## config.mk

```make
export PLATFORM = sky130hd
export DESIGN_NAME = ram_arbiter
export DESIGN_NICKNAME = d
export VERILOG_FILES = /design/src/rtl/ram_arbiter.sv
export SDC_FILE = /design/constraint.sdc
export NUM_CORES = 1
export LEC_CHECK = 0
export ABC_AREA = 1
export CAP_MARGIN = 10
export CELL_PAD_IN_SITES_DETAIL_PLACEMENT = 1
export CELL_PAD_IN_SITES_GLOBAL_PLACEMENT = 1
export CORE_MARGIN = 2
export CORE_UTILIZATION = 23
export DETAILED_ROUTE_END_ITERATION = 12
export GPL_ROUTABILITY_DRIVEN = 0
export GPL_TIMING_DRIVEN = 0
export PLACE_DENSITY = 0.81
export REMOVE_ABC_BUFFERS = 1
export SKIP_LAST_GASP = 1
export SYNTH_ARGS = -nofsm -noshare
export SYNTH_HDL_FRONTEND = slang
export SYNTH_SLANG_ARGS = --single-unit
export TNS_END_PERCENT = 50
```

## constraint.sdc

```tcl
create_clock -name clk -period 4.38 [get_ports clk]
set_clock_uncertainty 0.2 [all_clocks]
set_input_delay 0.876 -clock clk [delete_from_list [all_inputs] [get_ports clk]]
set_output_delay 0.876 -clock clk [all_outputs]
set_load 0.01 [all_outputs]
```

## src/rtl/ram_arbiter.sv

```systemverilog
// Two-requester (CPU / debug) arbiter for a single-port synchronous RAM, with a debug lock.
// Grant is combinational in the request cycle; read data returns one cycle later. Ungranted requests stall.
// A loser or a CPU parked by the lock must hold its request. Optional RAM_ARB_PERF_EN adds a CPU stall counter.
module ram_arbiter #(
    parameter int ADDR_W     = 8,
    parameter int DATA_W     = 16,
    parameter int FIXED_PRIO = 0
) (
    input  logic              clk,
    input  logic              rst,
    input  logic              cpu_req,
    input  logic              cpu_we,
    input  logic [ADDR_W-1:0] cpu_addr,
    input  logic [DATA_W-1:0] cpu_wdata,
    output logic              cpu_gnt,
    output logic              cpu_rvalid,
    output logic [DATA_W-1:0] cpu_rdata,
    input  logic              dbg_req,
    input  logic              dbg_we,
    input  logic [ADDR_W-1:0] dbg_addr,
    input  logic [DATA_W-1:0] dbg_wdata,
    input  logic              dbg_lock,
    output logic              dbg_gnt,
    output logic              dbg_rvalid,
    output logic [DATA_W-1:0] dbg_rdata,
    output logic              dbg_locked,
    output logic [ADDR_W-1:0] ram_addr,
    output logic [DATA_W-1:0] ram_wdata,
    output logic              ram_w_en,
    input  logic [DATA_W-1:0] ram_rdata
`ifdef RAM_ARB_PERF_EN
    ,
    output logic [15:0]       cpu_stall_cnt
`endif
);

    typedef enum logic {NORMAL = 1'b0, LOCKED = 1'b1} state_t;

    state_t            state_q, state_d;
    logic              last_dbg;     // 1: debug owned the last granted access
    logic              pend_cpu, pend_dbg;
    logic [ADDR_W-1:0] addr_q;
    logic [DATA_W-1:0] wdata_q;

    always_comb begin
        state_d = state_q;
        cpu_gnt = 1'b0;
        dbg_gnt = 1'b0;
        if (rst) begin
            state_d = NORMAL;
        end else begin
            case (state_q)
                NORMAL: begin
                    if (cpu_req && dbg_req) begin
                        if (FIXED_PRIO != 0 || !last_dbg) dbg_gnt = 1'b1;
                        else                              cpu_gnt = 1'b1;
                    end else begin
                        cpu_gnt = cpu_req;
                        dbg_gnt = dbg_req;
                    end
                    if (dbg_lock) state_d = LOCKED;
                end
                LOCKED: begin
                    dbg_gnt = dbg_req;
                    if (!dbg_lock) state_d = NORMAL;
                end
                default: state_d = NORMAL;
            endcase
        end
    end

    // Without a grant the address bus keeps its last value so the RAM pins stay quiet.
    always_comb begin
        ram_addr  = addr_q;
        ram_wdata = wdata_q;
        ram_w_en  = 1'b0;
        if (cpu_gnt) begin
            ram_addr  = cpu_addr;
            ram_wdata = cpu_wdata;
            ram_w_en  = cpu_we;
        end else if (dbg_gnt) begin
            ram_addr  = dbg_addr;
            ram_wdata = dbg_wdata;
            ram_w_en  = dbg_we;
        end
    end

    always_ff @(posedge clk) begin
        if (rst) begin
            state_q  <= NORMAL;
            last_dbg <= 1'b1;
            pend_cpu <= 1'b0;
            pend_dbg <= 1'b0;
            addr_q   <= '0;
            wdata_q  <= '0;
        end else begin
            state_q  <= state_d;
            if (cpu_gnt)      last_dbg <= 1'b0;
            else if (dbg_gnt) last_dbg <= 1'b1;
            pend_cpu <= cpu_gnt & ~cpu_we;
            pend_dbg <= dbg_gnt & ~dbg_we;
            addr_q   <= ram_addr;
            wdata_q  <= ram_wdata;
        end
    end

    // Masking with rst drops a read whose data would land during reset.
    assign cpu_rvalid = pend_cpu & ~rst;
    assign dbg_rvalid = pend_dbg & ~rst;
    assign cpu_rdata  = ram_rdata;
    assign dbg_rdata  = ram_rdata;
    assign dbg_locked = (state_q == LOCKED);

`ifdef RAM_ARB_PERF_EN
    always_ff @(posedge clk) begin
        if (rst)
            cpu_stall_cnt <= '0;
        else if (cpu_req && !cpu_gnt && cpu_stall_cnt != 16'hFFFF)
            cpu_stall_cnt <= cpu_stall_cnt + 16'd1;
    end
`endif

endmodule

```

# After elaboration in Yosys (flattened, before gate mapping)
# Index checks and enable logic that the tools add are counted.
[classes]
mux = 17
n_bitwise = 8
n_reduce_logical = 2
[op_table]
columns = ["operator", "n"]
rows = [
  ["two-way mux 16 bit", 2],
  ["two-way mux 8 bit", 2],
  ["two-way mux 1 bit", 12],
  ["AND 1 bit", 4],
  ["inverter 1 bit", 4],
  ["case mux 1 bit (2 select lines)", 1],
  ["nonzero test 2 bit", 1],
  ["logical AND 1 bit", 1],
]
[word_totals]
reg_bits = 28
inputBits = 71
output_inout_bits = 62
word_cells = 33

# Depth between registers and ports, before layout
[depth]
word_depth = 6
depth_mapped = 8

# Least setup slack after synthesis
# OpenSTA, ideal clock, no wires.
[synth_path]
path_kind = "input to output"
startpoint = "input port dbg_req"
endpoint = "output port ram_w_en"
t_arrival_ns = 1.674
required_ns = 3.304
slack_ns = 1.630
stages = 7
cell_sequence = "inv_1 > nor2_4 > nand2_4 > buf_6 > inv_1 > nand2_1 > a21oi_1"
[synth_via]
elab_chain_len = 6
word_cells_on_any_way = 9
[synth_rtl]
columns = ["element", "line_no", "text"]
rows = [
  ["from (decl)", "18", "input logic dbg_req,"],
  ["logical AND 1 bit", "54", "if (cpu_req && dbg_req) begin"],
  ["two-way mux 1 bit", "54", ""],
  ["case mux 1 bit (2 select lines) (*)", "52", "case (state_q)"],
  ["two-way mux 1 bit (*)", "49", "if (rst) begin"],
  ["via dbg_gnt", "23", "output logic dbg_gnt,"],
  ["two-way mux 1 bit (*)", "81", "end else if (dbg_gnt) begin"],
  ["two-way mux 1 bit (*)", "77", "if (cpu_gnt) begin"],
  ["to (decl)", "29", "output logic ram_w_en,"],
]
# The timed path passes the listed nets; every way through them passes the cells marked *.

# Worst setup path after layout
[layout_path]
startpoint = "input port rst"
endpoint = "output port ram_w_en"
[layout_via]
elab_chain_len = 3
word_cells_on_any_way = 4
[layout_rtl]
columns = ["element", "line_no", "text"]
rows = [
  ["from (decl)", "10", "input logic rst,"],
  ["two-way mux 1 bit", "49", ""],
  ["two-way mux 1 bit", "81", ""],
  ["two-way mux 1 bit (*)", "77", ""],
]
# Mark *: on every way between the ends. The rest lies on a longest branch, timed or not.

==> summary.txt <==
Status - complete, no violations
Syn Inst Count - 265
Clk sinks - 28
GR Util met2 - 25.7%
Post-synth EDFFs - 0
Tot GR Track Use - 14.3%
Period utilisation layout - 96.7%
Sequential Power Share - 38.4%
Die width - 91.2 um
Reg-to-Reg Start - last_dbg
Hold EP - addr_q[4]
Crit start category - input port
H-tree Lvls - 1
Slew @ Worst Pin - 0.771 ns
GR Layer Usage met1 - 15.2%
Cell Rows - 31
Synth Flop Type - dfxtp_1
GR Overflow Total - 0
Vias/cell - 4.41
Worst r2r dst - addr_q[7]
R2R cell count - 6
Setup TNS Final - 0 ns
Power density of the placed cells - 291 nW/um2
DRT iter0 DRCs - 30
First-pass GRT wire length - 9.43 mm
Post-Route WL - 6.38 mm
Antenna viol nets, final - 0
Async S/R FF share, synth - 0%
Synth top area share - 32.1%
DRC errors left - 0
IO Port Bufs - 84
Unrepaired setup endpoints after global routing - false
Area of the mapped netlist - 1750 um2
I/O pins - 133
Max incr delay on CP - 0.60 ns
Slew Viols, Final - 0
Clock network power share - 28.8%
Die height - 91.2 um
Worst path slowest cell - nor2_4
Switch Pwr - 209 uW
Clock tree root buffer cell - clkbuf_8
HPWL after DPL - 4.20 mm
Delay-heaviest family, CP - buffers and inverters
Maximum VDD drop - 0.109 mV
Vias in the first global route - 1964
Initial Utilization - 24.0%
Worst path bufs/invs - 3
Hold Path Depth - 4
Clk_lat worst skew - 0.28 ns
Routed vias - 1800
Rel. slew slack - 48.6%
Largest cells by area after synthesis - dfxtp_1 32%, buf_4 15%, nand3_1 14%
Min-delay worst type - flip-flop to flip-flop
Combinational Power Share - 32.9%
M3 GR Usage - 5.64%
Fraction of layout cells with a size suffix above 1 - 4.21%
Post-synth top area cell - dfxtp_1
Worst-path cell chain - clkdlybuf4s15_2 > nor2_4 > nand2_8 > inv_1 > nand2_1 > a21oi_1 > clkdlybuf4s50_1
Nets - 381
Clk buf depth - 2
Most used routing layer - met2
Synth Register Bits - 28
Post-synthesis sequential area ratio - 32.1%
Most common cell in the synthesized netlist - nand2_1
Hold Violations, Final - 0
Core area - 7290 um2
Mean Syn Cell Area - 6.60 um2
Number of max-cap violations - 0
Setup WS pre-CTS - -1.07 ns
Drt first pass iters - 4
Max frequency - 236 MHz
Cell variety after synth - 19
Hold Crit Start - addr_q[4]
Crit-path max FO - 31
Die area - 8310 um2
Arrival time worst endpoint - 3.16 ns
Final worst slack - 0.145 ns
Largest net degree at the start of global routing - 52
Min Tclk post-route - 4.23 ns
Int Power - 525 uW
Setup slack, reg-to-reg - 2.57 ns
Leak Pwr - 1.15 nW
Post-CTS setup buffers - 0
Top post-synthesis cells by count - 50 x nand2_1, 48 x nand3_1, 35 x buf_4
Worst-path clk slew - 0.11 ns
Initial antenna violation count - 0
Worst Path Required - 3.30 ns
Area grow syn2layout - 44.2%
Switch share - 28.5%
Number of synthesis warnings - 0
DR WL/cell - 15.6 um
CP endpoint kind - output port
Crit Path Class - input port to output port
Cts bufs inserted - 3
Final setup vio count - 0
Ant. Diodes - 0
CTS tree - done
-- worst max-delay path by stage --
stage | start | end | slack [ns] | cells after the start
6_report | rst | ram_w_en | 0.15 | 7
5_1_grt | rst | ram_w_en | 0.01 | 7
4_1_cts | rst | ram_addr[7] | -0.03 | 7
3_5_place_dp | rst | ram_addr[7] | -1.07 | 7
3_3_place_gp | rst | ram_addr[7] | -1.00 | 7
2_1_floorplan | rst | ram_addr[7] | 1.26 | 5
-- final cells by class --
class / instances / area (um2)
Sequential cell: 28 / 561
Multi-Input combinational cell: 161 / 802
Fill cell: 939 / 4770
Timing Repair Buffer: 84 / 842
Clock inverter: 1 / 30.0
Clock buffer: 3 / 41.3
Tap cell: 99 / 124
Inverter: 32 / 120
-- stage by stage --
stage               hold slack, ns  power, mW  cell area, um2  utilization, %  cells
floorplan                    0.302      0.381            1430               -    219
global route                 0.405      0.777            2520            34.6    408
detailed placement           0.360      0.523            2390            32.8    402
CTS                          0.374      0.741            2490            34.2    407
finish                       0.368      0.734            2520            34.6    408
global placement             0.332      0.514            2390            32.8    402
-- tightest hold or removal path, stage by stage, from the launching register on --
cell and delay (ns):
dfxtp_1 0.31, nand2_1 0.05, nand3_1 0.06, nand2_1 0.08, nor2_1 0.04
-- cell families after synthesis --
group | count (synthesis) | synth area share (%)
buffers and inverters | 78 | 25.2
flip-flops | 28 | 32.1
AO/OA/AOI/OAI | 1 | 0.286
AND/OR/NAND/NOR | 158 | 42.4
-- power by group through the flow --
stage               sequential [mW]  clock, mW  combinational (mW)
floorplan                     0.285          0              0.0963
global placement              0.285          0               0.229
detailed placement            0.287          0               0.236
CTS                           0.281      0.218               0.242
global route                  0.283      0.227               0.266
finish                        0.282      0.211               0.241
-- placed cells by master (no fill, tap or decap), types with 2 or more instances in the layout --
master           count
dfxtp_1             28
clkdlybuf4s50_1     83
nor2_1              30
nor2_4               2
clkbuf_8             3
or2_0                6
or2_1               17
inv_1               32
nand3_1             48
nand3_4              3
nand2_1             50
-- state kept, by name, summed over array words and instances (netlist names) --
register and cells:
last_dbg 1, wdata_q 16, dbg_locked 1, addr_q 8
pend_dbg 1, pend_cpu 1
-- metal layers --
layer,vias up,routed length (um),part of all wire [%]
li1,871,-,-
met1,843,2580,40
met2,82,3220,51
met3,4,530,8.3
met4,0,49,0.77
met5,-,0,0
-- repair_timing --
item / 4_1_cts / 5_1_grt
pin swaps: 1 / 1
resized for setup: 6 / 3
cloned: 1 / 1
hold buffers: 0 / 0
setup endpoints to repair: 27 / 24
No activity file was read; power rests on OpenSTA's default activity.
